`src/rtl/cache_pkg.sv`:
```
// Shared types and helpers for the set-associative data cache:
// FSM state encoding, access-size codes, store lane helpers and the
// pseudo-LRU tree update/victim functions (2-way and 4-way).
package cache_pkg;

  typedef enum logic [1:0] {
    IDLE    = 2'd0,
    RD_MISS = 2'd1,
    WR_THRU = 2'd2,
    RESP    = 2'd3
  } state_e;

  localparam logic SZ_BYTE = 1'b0;
  localparam logic SZ_WORD = 1'b1;

  // Byte enables for a store: all lanes for a word, one lane for a byte.
  function automatic logic [3:0] lane_be(input logic size, input logic [1:0] off);
    return (size == SZ_WORD) ? 4'b1111 : (4'b0001 << off);
  endfunction

  // Store data as seen on the bus: a byte is replicated into every lane.
  function automatic logic [31:0] lane_rep(input logic size, input logic [31:0] wd);
    return (size == SZ_WORD) ? wd : {4{wd[7:0]}};
  endfunction

  // Tree bits point at the half holding the next victim. For 2 ways only
  // bit 0 is used and it names the way that was not most recently used.
  function automatic logic [2:0] plru_touch(input int ways, input logic [2:0] st,
                                            input logic [1:0] way);
    logic [2:0] n;
    n = st;
    if (ways == 2) begin
      n[0] = ~way[0];
    end else begin
      n[0] = ~way[1];
      if (!way[1]) n[1] = ~way[0];
      else         n[2] = ~way[0];
    end
    return n;
  endfunction

  function automatic logic [1:0] plru_victim(input int ways, input logic [2:0] st);
    if (ways == 2) return {1'b0, st[0]};
    return st[0] ? {1'b1, st[2]} : {1'b0, st[1]};
  endfunction

endpackage

```
`src/rtl/cache_plru.sv`:
```
// Per-set pseudo-LRU replacement state. One touch port updates the tree of
// the touched set; the victim port reports the PLRU choice for a set.
module cache_plru
  import cache_pkg::*;
#(
  parameter int SET_BITS = 3,
  parameter int WAYS     = 2
) (
  input  logic                clk,
  input  logic                rst,
  input  logic                touch_en,
  input  logic [SET_BITS-1:0] touch_set,
  input  logic [1:0]          touch_way,
  input  logic [SET_BITS-1:0] victim_set,
  output logic [1:0]          victim_way
);

  localparam int SETS = 1 << SET_BITS;

  logic [2:0] plru_st [SETS];

  for (genvar gi = 0; gi < SETS; gi++) begin : g_set
    logic [2:0] st_q;

    // Each set's tree only moves when that set is touched.
    always_ff @(posedge clk or posedge rst) begin
      if (rst) begin
        st_q <= '0;
      end else if (touch_en && (touch_set == SET_BITS'(gi))) begin
        st_q <= plru_touch(WAYS, st_q, touch_way);
      end
    end

    assign plru_st[gi] = st_q;
  end

  assign victim_way = plru_victim(WAYS, plru_st[victim_set]);

endmodule

```
`src/rtl/data_cache_sa.sv`:
```
// N-way set-associative, write-through, no-write-allocate data cache with
// one-word lines. Loads hit in zero cycles; load misses fetch the word over
// a req/ack handshake and then re-look-up; every store is written through
// and retires in a one-cycle RESP state.
// Optional build macro CACHE_STATS_EN adds saturating hit/miss/write counters.
module data_cache_sa
  import cache_pkg::*;
#(
  parameter int SET_BITS   = 3,
  parameter int WAYS       = 2,
  parameter int DATA_WIDTH = 32
) (
  input  logic                  clk,
  input  logic                  rst,
  input  logic                  req_valid,
  input  logic                  we,
  input  logic                  size,
  input  logic [31:0]           addr,
  input  logic [DATA_WIDTH-1:0] wdata,
  output logic [DATA_WIDTH-1:0] rdata,
  output logic                  hit,
  output logic                  stall,
  output logic                  mem_req,
  output logic                  mem_we,
  output logic [31:0]           mem_addr,
  output logic [DATA_WIDTH-1:0] mem_wdata,
  output logic [3:0]            mem_be,
  input  logic [DATA_WIDTH-1:0] mem_rdata,
  input  logic                  mem_ack
`ifdef CACHE_STATS_EN
  ,
  output logic [31:0]           stat_hits,
  output logic [31:0]           stat_misses,
  output logic [31:0]           stat_writes
`endif
);

  localparam int SETS  = 1 << SET_BITS;
  localparam int TAG_W = 30 - SET_BITS;

  if (WAYS != 2 && WAYS != 4) begin : g_bad_ways
    $error("data_cache_sa: WAYS must be 2 or 4");
  end
  if (DATA_WIDTH != 32) begin : g_bad_width
    $error("data_cache_sa: DATA_WIDTH must be 32");
  end

  state_e state_q, state_d;

  logic [SET_BITS-1:0] set_idx;
  logic [TAG_W-1:0]    tag_in;
  logic [1:0]          off;

  assign set_idx = addr[SET_BITS+1:2];
  assign tag_in  = addr[31:SET_BITS+2];
  assign off     = addr[1:0];

  logic [WAYS-1:0] way_hit;
  logic [WAYS-1:0] way_valid;
  logic [31:0]     way_data [WAYS];

  logic        any_hit, any_inv;
  logic [1:0]  hit_way, inv_way, plru_way, fill_way, touch_way;
  logic [31:0] hit_data;
  logic        fill_en, merge_en, touch_en, stall_c;
  logic [3:0]  be_c;
  logic [31:0] rep_c, be_mask, merged;

  for (genvar gi = 0; gi < WAYS; gi++) begin : g_way
    logic [SETS-1:0]  valid_q;
    logic [TAG_W-1:0] tag_q  [SETS];
    logic [31:0]      data_q [SETS];
    logic             fill_this, merge_this;

    assign fill_this  = fill_en && (fill_way == 2'(gi));
    assign merge_this = merge_en && (hit_way == 2'(gi));

    assign way_valid[gi] = valid_q[set_idx];
    assign way_hit[gi]   = valid_q[set_idx] && (tag_q[set_idx] == tag_in);
    assign way_data[gi]  = data_q[set_idx];

    // Valid bits are the only per-line state that reset has to clear.
    always_ff @(posedge clk or posedge rst) begin
      if (rst) begin
        valid_q <= '0;
      end else if (fill_this) begin
        valid_q[set_idx] <= 1'b1;
      end
    end

    // Tag/data payload: written by a miss fill or a store-hit merge.
    always_ff @(posedge clk) begin
      if (fill_this) begin
        tag_q[set_idx]  <= tag_in;
        data_q[set_idx] <= mem_rdata;
      end else if (merge_this) begin
        data_q[set_idx] <= merged;
      end
    end
  end

  // Pick the hitting way and the lowest-index invalid way in the set.
  always_comb begin
    any_hit  = |way_hit;
    any_inv  = ~&way_valid;
    hit_way  = '0;
    hit_data = '0;
    inv_way  = '0;
    for (int i = WAYS - 1; i >= 0; i--) begin
      if (way_hit[i]) begin
        hit_way  = 2'(i);
        hit_data = way_data[i];
      end
      if (!way_valid[i]) inv_way = 2'(i);
    end
  end

  assign fill_way = any_inv ? inv_way : plru_way;

  assign hit   = req_valid & any_hit;
  assign rdata = (hit && !we)
               ? ((size == SZ_WORD) ? hit_data : {24'b0, hit_data[{off, 3'b000} +: 8]})
               : '0;

  assign be_c    = lane_be(size, off);
  assign rep_c   = lane_rep(size, wdata);
  assign be_mask = {{8{be_c[3]}}, {8{be_c[2]}}, {8{be_c[1]}}, {8{be_c[0]}}};
  assign merged  = (hit_data & ~be_mask) | (rep_c & be_mask);

  // Controller: next state, memory bus outputs and array write strobes.
  always_comb begin
    state_d   = state_q;
    stall_c   = 1'b0;
    mem_req   = 1'b0;
    mem_we    = 1'b0;
    mem_addr  = '0;
    mem_wdata = '0;
    mem_be    = '0;
    fill_en   = 1'b0;
    merge_en  = 1'b0;
    touch_en  = 1'b0;
    touch_way = hit_way;
    unique case (state_q)
      IDLE: begin
        if (req_valid) begin
          if (we) begin
            stall_c = 1'b1;
            state_d = WR_THRU;
          end else if (any_hit) begin
            touch_en = 1'b1;
          end else begin
            stall_c = 1'b1;
            state_d = RD_MISS;
          end
        end
      end
      RD_MISS: begin
        mem_req  = 1'b1;
        mem_addr = {addr[31:2], 2'b00};
        stall_c  = 1'b1;
        if (mem_ack) begin
          fill_en   = 1'b1;
          touch_en  = 1'b1;
          touch_way = fill_way;
          state_d   = IDLE;
        end
      end
      WR_THRU: begin
        mem_req   = 1'b1;
        mem_we    = 1'b1;
        mem_addr  = {addr[31:2], 2'b00};
        mem_wdata = rep_c;
        mem_be    = be_c;
        stall_c   = 1'b1;
        if (mem_ack) begin
          merge_en = any_hit;
          touch_en = any_hit;
          state_d  = RESP;
        end
      end
      RESP: begin
        state_d = IDLE;
      end
      default: state_d = IDLE;
    endcase
  end

  // Reset must release the pipeline at once, even with a miss still presented.
  assign stall = stall_c & ~rst;

  // Controller state register.
  always_ff @(posedge clk or posedge rst) begin
    if (rst) state_q <= IDLE;
    else     state_q <= state_d;
  end

  cache_plru #(
    .SET_BITS(SET_BITS),
    .WAYS    (WAYS)
  ) u_plru (
    .clk       (clk),
    .rst       (rst),
    .touch_en  (touch_en),
    .touch_set (set_idx),
    .touch_way (touch_way),
    .victim_set(set_idx),
    .victim_way(plru_way)
  );

`ifdef CACHE_STATS_EN
  logic [31:0] hits_q, misses_q, writes_q;
  logic        hit_ev, miss_ev, write_ev;

  assign hit_ev   = (state_q == IDLE) && req_valid && !we && any_hit;
  assign miss_ev  = (state_q == IDLE) && (state_d == RD_MISS);
  assign write_ev = (state_q == WR_THRU) && mem_ack;

  // Saturating event counters.
  always_ff @(posedge clk or posedge rst) begin
    if (rst) begin
      hits_q   <= '0;
      misses_q <= '0;
      writes_q <= '0;
    end else begin
      if (hit_ev && hits_q != '1)     hits_q   <= hits_q + 32'd1;
      if (miss_ev && misses_q != '1)  misses_q <= misses_q + 32'd1;
      if (write_ev && writes_q != '1) writes_q <= writes_q + 32'd1;
    end
  end

  assign stat_hits   = hits_q;
  assign stat_misses = misses_q;
  assign stat_writes = writes_q;
`endif

endmodule

```
`config.mk`:
```
export PLATFORM = sky130hd
export DESIGN_NAME = data_cache_sa
export DESIGN_NICKNAME = d
export VERILOG_FILES = /design/src/rtl/cache_pkg.sv /design/src/rtl/cache_plru.sv /design/src/rtl/data_cache_sa.sv
export SDC_FILE = /design/constraint.sdc
export NUM_CORES = 1
export LEC_CHECK = 0
export BUFFER_PORTS_ARGS = -buffer_cell sky130_fd_sc_hd__buf_4
export CAP_MARGIN = 20
export CORE_MARGIN = 4
export CORE_UTILIZATION = 54
export CTS_CLUSTER_DIAMETER = 40
export DETAILED_ROUTE_END_ITERATION = 6
export PLACE_DENSITY = 0.72
export SLEW_MARGIN = 15
export SYNTH_ARGS = -nofsm -noshare
export SYNTH_HDL_FRONTEND = slang
export SYNTH_HIERARCHICAL = 1
export SYNTH_SLANG_ARGS = --single-unit
```
`constraint.sdc`:
```
create_clock -name clk -period 13.7 [get_ports clk]
set_input_delay 0 -clock clk [delete_from_list [all_inputs] [get_ports clk]]
set_output_delay 0 -clock clk [all_outputs]
set_load 0.005 [all_outputs]
```
; Word-level counts from Yosys, hierarchy flattened
; Memory sizes are Yosys's and may differ from the RTL's.
; Cells that the tools add are included.
[word_totals]
ff_bits = 26
mem_bits_rw = 944
input_bits = 102
out_inout_bits = 104
word_cells = 133
n_memories = 4
[memory_table]
columns = memory, words, width, read_ports, rd_clocked_by_memory_dff, write_ports, line_no
row1 = g_way[0].data_q, 8, 32, 1, 0, 1, data_cache_sa.sv:72  ; logic [31:0] data_q [SETS];
row2 = g_way[1].data_q, 8, 32, 1, 0, 1, data_cache_sa.sv:72
row3 = g_way[0].tag_q, 8, 27, 1, 0, 1, data_cache_sa.sv:71  ; logic [TAG_W-1:0] tag_q [SETS];
row4 = g_way[1].tag_q, 8, 27, 1, 0, 1, data_cache_sa.sv:71
[classes]
magnitude_cmp = 3
eq_ne = 18
shifts = 2
muxes = 57
bitwise_logic = 13
reduce_logical = 25
[ops]
columns = operator, count
row1 = 2-to-1 mux 32 bit, 9
row2 = AND 32 bit, 2
row3 = == test 27 bit, 2
row4 = 2-to-1 mux 1 bit, 32
row5 = inverter 32 bit, 1
row6 = OR 32 bit, 1
row7 = variable part select 32 x 6 -> 8 bit, 1
row8 = logical AND 1 bit, 16
row9 = OR 8 bit, 2
row10 = 2-to-1 mux 2 bit, 7
row11 = == test 3 bit (second input constant), 4
row12 = binary-select mux 3 bit (select 3 bit), 1
row13 = 2-to-1 mux 4 bit, 2
row14 = case mux 2 bit (4 select lines), 1
row15 = binary-select mux 1 bit (select 3 bit), 2
row16 = == test 2 x 1 -> 1 bit (second input constant), 3
row17 = == test 3 x 2 -> 1 bit (second input constant), 2
row18 = zero test 2 bit, 3
row19 = != test 2 bit (second input constant), 3
row20 = == test 2 bit (second input constant), 2
row21 = >= comparator 4 bit (second input constant), 1
row22 = less-than comparator 3 x 4 -> 1 bit (second input constant), 1
row23 = inverter 3 -> 4 bit, 1
row24 = AND reduction 4 bit, 1
row25 = other kinds (14), 18

; Longest topological paths before layout
; Gate-level depths: netlist (run 1).
[depth]
depth_word = 11
ltp_mapped = 20

; Cells and area by module
; The synthesis (run 1) kept the hierarchy.
[modules_own_cells]
columns = module, instances, cells_per_inst, area_per_inst_um2
row1 = data_cache_sa, 1, 2508, 40152.3
row2 = cache_plru, 1, 39, 464.2

; Worst setup path after synthesis (run 1)
; OpenSTA, ideal clock, no wires.
[synth_timing]
kind = register to register
start = memory g_way[0].tag_q[5][4] in the netlist's numbering
end = memory g_way[0].data_q[0][0], enable pin
setup_time_ns = 0.421
arrival_ns = 4.393
t_required_ns = 13.279
setup_slack_ns = 8.886
stages_incl_launch_ff = 11
period_less_slack_ns = 4.814
cell_sequence = edfxtp_1 > mux4_2 > mux2i_4 > xnor2_1 > or3_1 > or4_1 > or4_1 > buf_2 > buf_2 > o21a_1 > nor2_1
[synth_via]
elab_chain_len = 11
[synth_rtl]
columns = item, line_no
row1 = "start, declared", data_cache_sa.sv:71
row2 = memory (8 x 27 bit) *, -
row3 = == test 27 bit *, data_cache_sa.sv:79  ; assign way_hit[gi] = valid_q[set_idx] && (tag_q[set_idx] == tag_in);
row4 = logical AND 1 bit *, data_cache_sa.sv:79
row5 = OR reduction 2 bit, data_cache_sa.sv:104  ; any_hit = |way_hit;
row6 = 2-to-1 mux 1 bit, data_cache_sa.sv:175  ; if (mem_ack) begin
row7 = 2-to-1 mux 1 bit, data_cache_sa.sv:143  ; unique case (state_q)
row8 = logical AND 1 bit *, data_cache_sa.sv:76  ; assign merge_this = merge_en && (hit_way == 2'(gi));
row9 = 2-to-1 mux 1 bit *, data_cache_sa.sv:96  ; end else if (merge_this) begin
row10 = 2-to-1 mux 1 bit *, data_cache_sa.sv:93  ; if (fill_this) begin
row11 = 2-to-1 mux 1 bit (not written as such) *, data_cache_sa.sv:97  ; data_q[set_idx] <= merged;
row12 = OR 1 bit (no line) *, -
row13 = "end, declared", data_cache_sa.sv:72
; Every way passes the cells marked *; elsewhere a longest branch is shown, timed or not.

; Worst setup path after layout (run 1)
[layout_timing]
start = input addr[2]
end = output rdata[20]
[layout_via]
elab_chain_len = 7
[layout_rtl]
columns = item, line_no
row1 = "start, declared", data_cache_sa.sv:18  ; input logic [31:0] addr,
row2 = memory (8 x 27 bit) / binary-select mux 1 bit (select 3 bit) (equally long branches), -
row3 = == test 27 bit / 2-to-1 mux 1 bit (equally long branches), data_cache_sa.sv:79
row4 = logical AND 1 bit, data_cache_sa.sv:79
row5 = 2-to-1 mux 32 bit / OR reduction 2 bit (equally long branches), "data_cache_sa.sv:110, data_cache_sa.sv:104"
row6 = 2-to-1 mux 32 bit / AND 1 bit (equally long branches), "data_cache_sa.sv:110, data_cache_sa.sv:120"
row7 = 2-to-1 mux 32 bit / logical AND 1 bit (equally long branches), "data_cache_sa.sv:122, data_cache_sa.sv:121"
row8 = 2-to-1 mux 32 bit *, data_cache_sa.sv:122  ; ? ((size == SZ_WORD) ? hit_data : {24'b0, hit_data[{off, 3'b000} +: 8]})
row9 = "end, declared", data_cache_sa.sv:20  ; output logic [DATA_WIDTH-1:0] rdata,
; Every way passes the cells marked *; elsewhere a longest branch is shown, timed or not. The select of a mux whose other input is x is not followed.

==> flow_summary.toml, run 1 <==
[status]
status = "completed"

[clocking]
root_buffer = "clkbuf_16"
numCtsBuffers = 112
clkTransAtPathRegs_ns = 0.06
clkLatencyLatePin_ns = 0.69
h-tree-depth = 3
cts_num_sinks = 970
cts.path.max_buffers = 3
cts_tree = "yes"

[min_path]
hold_path.class = "primary input to flop"

[setup_path]
cp.arrival_ns = 7.45
critPathMaxStageDelay_ns = 0.68
end_kind = "output port"
crit_path_cell_trace = "dlygate4sd3_1 > buf_8 > buf_4 > buf_12 > mux2_2 > o22ai_1 > nor3_1 > or4bb_1 > or4_1 > or4_2 > buf_4 > nand2_1 > and3_1 > nand2_2 > nor2_1 > buf_4"
crit_top_cell = "buf_4"
cp.required_ns = 13.70
cp_max_fo = 155
startpoint_type = "primary input"
crit_type = "primary input to output port"
crit_slowest_cell = "buf_4"

[placed_design]
io_buffers = 203
post-place-cells = 3626
dpl_cell_area_um2 = 43500
hpwl_mm = 72.1
finalWeightedCongestion = 0.954

[floorplanning]
die_x_um = 282
die_y_um = 282
rows = 100
dieArea_um2 = 79700
io_pins = 206
initial_utilization = 0.545
core_area_um2 = 74400

[grt]
overflow = 0
antenna_found_initial = 1
grt_usage = 0.291
grt_max_degree = 156
grt_pass1_vias = 25460
grt_pass1_wl_mm = 170

[routing]
drt_iter0_drc = 3206
vias = 25794
drc_errors = 0
drt-pass1-iter-count = 7
routed_wl_mm = 118
drtAntennaViolNets = 0
routedWlPerCell_um = 30.0
viasPerCell = 6.57

[final_layout]
multiInputGateArea_um2 = 11100
fin_area_um2 = 48200
final_nets = 2959
area_delta_synth_final_pct = 18.7
fillCellCount = 5051
finalNonFillerCells = 3924
drive_above_1_share = 0.252
area.sequential_um2 = 29000

[sta]
clock-skew-final_ns = 0.0479
period_share = 0.544
finalHoldViolations = 0
setup_tns_ns = 0
max_freq_mhz = 134
rsz0062_at_grt = "no"
relSlewSlack = 0.138
post-route-min-period_ns = 7.45
setup_viol = 0
slew_violations = 0
worstMarginPinSlew_ns = 1.26

[synth]
syn_area_per_cell_um2 = 15.9
netlist_area_um2 = 40600
ys_warn_count = 6
postSynthCellCount = 2546

[job]
maxCapViolCount = 0

[power_and_ir_drop]
peakVddDrop_mv = 0.108
powerDensity_nw_per_um2 = 148
power_leakage_uw = 0.0163
-- area by class of cell --
cell class	instances	share of cell area
antenna	4	0.000208
tap	969	0.0252
clock inverter	83	0.0179
inverter	20	0.00156
multi-input combinational	1397	0.230
sequential	970	0.602
clock buffer	130	0.0606
timing repair buffer	351	0.0633
-- routing by layer --
layer  up-vias  global-route usage  wire length, um
met4         0               0.130             6040
met3       335              0.0604            11800
met2      1688               0.474            56200
met1     12923               0.383            43800
li1      10848                   -                -
met5         -                   0                0
-- where the power goes --
part | internal [uW] | switching (uW) | leakage, uW
Combinational | 329 | 467 | 0.00571
Sequential | 3340 | 26.9 | 0.00879
Clock | 1760 | 1230 | 0.00181
Total | 5430 | 1720 | 0.0163
-- sequential cells by signal, indices dropped and copies added (netlist names) --
signal and count:
g_way.tag_q 432, state_q 2, u_plru/g_set.st_q 8, g_way.data_q 512, g_way.valid_q 16
-- worst max-delay path, delay by kind of cell --
family / cells / cell delay, ns
AND/OR/NAND/NOR: 8 / 3.51
buffers and inverters: 6 / 2.96
multiplexers: 1 / 0.42
AO/OA/AOI/OAI: 1 / 0.19
-- final timing paths --
| kind | start | endpoint | slack (ns) | cells after the start |
|---|---|---|---|---|
| min in group asynchronous | rst | state_q[1]$_DFFE_PP0P_ | 0.07 | 3 |
| worst min-delay path | wdata[2] | g_way[1].data_q[7][2]$_DFFE_PP_ | 0.05 | 4 |
| max in group asynchronous | rst | u_plru/g_set[2].st_q[0]$_DFFE_PP0P_ | 13.03 | 4 |
| worst min register to register | g_way[0].valid_q[2]$_DFFE_PP0P_ | g_way[0].valid_q[2]$_DFFE_PP0P_ | 0.46 | 1 |
| worst max-delay path | addr[2] | rdata[20] | 6.25 | 16 |
| worst max register to register | g_way[0].tag_q[4][4]$_DFFE_PP_ | u_plru/g_set[5].st_q[0]$_DFFE_PP0P_ | 8.11 | 14 |
-- repair_timing --
| item | in CTS | in global routing |
|---|---|---|
| buffers inserted | 0 | 0 |
| hold buffers | 72 | 0 |
| gates resized for setup | 0 | 0 |
| endpoints found under the hold margin | 977 | 0 |
-- stage by stage --
| step | setup WS [ns] | power (uW) | hold WS (ns) | utilization |
|---|---|---|---|---|
| 2_1_floorplan | 8.89 | 3820 | -0.184 | - |
| 5_1_grt | 6.01 | 7360 | 0.0622 | 0.647 |
| 3_3_place_gp | 6.79 | 4170 | -0.0230 | 0.583 |
| 6_report | 6.25 | 7150 | 0.0479 | 0.647 |
| 3_5_place_dp | 6.66 | 4190 | -0.0146 | 0.584 |
| 4_1_cts | 6.33 | 7160 | 0.0204 | 0.644 |
-- cell usage in the layout (no fill, tap or decap), types with 10 or more instances in the layout --
cell / n
clkbuf_1: 15
and3_1: 16
a21oi_1: 73
clkbuf_16: 114
and2_1: 46
o221ai_1: 19
dfrtp_1: 26
a22oi_1: 118
nand3_1: 10
nand2b_1: 13
clkinv_1: 21
a21boi_0: 14
dlygate4sd3_1: 72
nand4_1: 28
mux4_2: 17
o22ai_1: 92
o21ai_0: 51
nor4_1: 29
bufinv_16: 11
mux2_2: 175
nor2b_1: 40
a22o_1: 18
nor2_4: 32
nor3_1: 28
a221oi_1: 22
mux2i_1: 186
nand2_1: 50
or2_2: 21
clkinv_2: 14
buf_4: 264
edfxtp_1: 944
o22a_1: 15
or3_1: 18
a31oi_1: 16
nor2_1: 86
inv_1: 18
clkinvlp_4: 15
(Power assumes the default switching activity.)
==> run 2, diff against run 1 <==
clock period = 6.9 ns   (was 13.7 ns; I/O delays follow)
==> flow_summary.toml, run 2 (synthesized netlist as in run 1, its figures left out) <==
[setup_path]
crit_top_cell = "buf_4"
r2r-end = "g_way[1].data_q[5][14]$_DFFE_PP_"
crit_slowest_cell = "a2111oi_0"
ff2ff_path_depth = 11
cp.required_ns = 6.90
end_kind = "output port"
reg2reg_slack_ns = 1.38
crit_start = "addr[4]"
critPathMaxStageDelay_ns = 1.02
r2r-start = "g_way[1].tag_q[7][16]$_DFFE_PP_"
crit_path_cell_trace = "dlygate4sd3_1 > buf_4 > and2_1 > buf_4 > a22oi_1 > nand3b_1 > nand4_1 > nor4_1 > nand4_1 > buf_4 > a2111oi_0 > a21oi_1 > mux2_2 > a21oi_1 > buf_4"
cp_max_fo = 59
cp.arrival_ns = 6.40
crit_type = "primary input to output port"
startpoint_type = "primary input"

[routing]
drc_errors = 7
drt_iter0_drc = 3318
routed_wl_mm = 119
routedWlPerCell_um = 30.2
vias = 25792
drtAntennaViolNets = 0
viasPerCell = 6.54
drt-pass1-iter-count = 7

[power_and_ir_drop]
peakVddDrop_mv = 0.222
seq_power_share = 0.455
switching_share = 0.244
powerDensity_nw_per_um2 = 303
power_leakage_uw = 0.0165
intPower_uw = 11100
share_comb_of_total_power = 0.108
power_uw = 14700
power.share.clock = 0.438
p_sw_uw = 3580

[floorplanning]
io_pins = 206
die_x_um = 282
initial_utilization = 0.545
die_y_um = 282
rows = 100
dieArea_um2 = 79700
core_area_um2 = 74400

[placed_design]
finalWeightedCongestion = 0.933
io_buffers = 203
hpwl_mm = 75.0

[grt]
grt_max_degree = 109
grt_usage = 0.297
grt_pass1_vias = 26126
antenna_found_initial = 3
grt_pass1_wl_mm = 173
overflow = 0

[final_layout]
layout.core_utilization = 0.652
layout_common_cells = "944 x edfxtp_1, 281 x buf_4, 186 x mux2i_1"
area_delta_synth_final_pct = 19.6
fillCellCount = 5115
reg_top3 = "g_way.data_q: 512 flops, g_way.tag_q: 432 flops, g_way.valid_q: 16 flops"
mostFrequentLayoutCell = "edfxtp_1"
largest-register = "g_way.data_q"
largest_register_ffs = 512
drive_above_1_share = 0.263
final_nets = 2974

[clocking]
cts.path.max_buffers = 3
clkTransAtPathRegs_ns = 0.06
clkLatencyLatePin_ns = 0.70
h-tree-depth = 3
cts_tree = "yes"
numCtsBuffers = 116
cts_num_sinks = 970
root_buffer = "clkbuf_16"
cts_resized = 0

[sta]
post-route-min-period_ns = 6.40
rsz0062_at_grt = "no"
clock-skew-final_ns = 0.0630
setup_viol = 0
finalHoldViolations = 0
max_freq_mhz = 156
setup_tns_ns = 0
slew_violations = 0
worstMarginPinSlew_ns = 1.26
relSlewSlack = 0.138
period_share = 0.927

[status]
status = "finished, violations left"
violations = "DRC"

[min_path]
hold_path.class = "primary input to flop"
holdPathStages = 4
whs_endpoint = "g_way[0].data_q[6][31]$_DFFE_PP_"
hold_start = "wdata[31]"

[job]
maxCapViolCount = 0
run 2: changes by cell type in the layout (fill, tap and decap cells not counted), sizes merged:
cell	previous run	this run
buf	279	294
bufinv	11	17
clkbuf	130	134
clkinv	44	35
clkinvlp	15	11
diode	4	1
dlygate4sd3	72	68
inv	33	45
run 2: worst max path at each step:
| stage | cells after the start | to | slack, ns |
|---|---|---|---|
| after CTS | 15 | rdata[6] | 0.68 |
| after detailed placement | 13 | g_way[1].data_q[4][14]$_DFFE_PP_ | 0.70 |
| after global routing | 15 | rdata[6] | 0.55 |
| final | 15 | rdata[6] | 0.50 |
| after floorplan | 10 | g_way[0].data_q[0][0]$_DFFE_PP_ | 2.09 |
| after global placement | 13 | g_way[1].data_q[3][14]$_DFFE_PP_ | 0.14 |
run 2: routing by layer:
metal,global-route usage,vias to the layer above,routed length (um)
li1,-,10881,-
met1,0.383,12921,43500
met2,0.485,1650,57100
met3,0.0614,340,12000
met4,0.145,0,6290
met5,0,-,0
run 2: area by class of cell:
class                   count  area [um2]  area share
flip-flops and latches    970       29000       0.597
well taps                 969        1210      0.0250
inverters                  20        75.1     0.00155
multi-input cells        1397       11100       0.228
clock buffers             134        3000      0.0618
diodes                      1        2.50   0.0000515
clock inverters            88        1130      0.0233
repair buffers            362        3050      0.0628
run 2: stage by stage:
stage                     hold slack, ns  cells  setup slack (ns)  area [um2]
after floorplan                   -0.184   2547              2.09       40600
after global placement           -0.0179   3643             0.139       43600
after detailed placement        -0.00320   3647             0.697       43700
after CTS                      0.0000353   3937             0.683       48500
after global routing              0.0729   3941             0.551       48500
final                             0.0398   3941             0.502       48500
run 2: power by group through the flow:
stage / registers [uW] / logic (uW) / clock network [uW]
2_1_floorplan: 6790 / 784 / 0
3_3_place_gp: 6800 / 1500 / 0
3_5_place_dp: 6800 / 1530 / 0
4_1_cts: 6680 / 1580 / 6470
5_1_grt: 6690 / 1680 / 6740
6_report: 6680 / 1580 / 6430
run 2: timing repair:
action,CTS,global route
endpoints found under the setup margin,0,0
hold endpoints to repair,973,0
setup buffers,0,0
hold buffers,68,0
run 2: worst max-delay path, delay by kind of cell:
kind | cells | cell delay (ns)
AND/OR/NAND/NOR | 5 | 2.03
AO/OA/AOI/OAI | 4 | 1.89
buffers and inverters | 5 | 1.98
multiplexers | 1 | 0.42
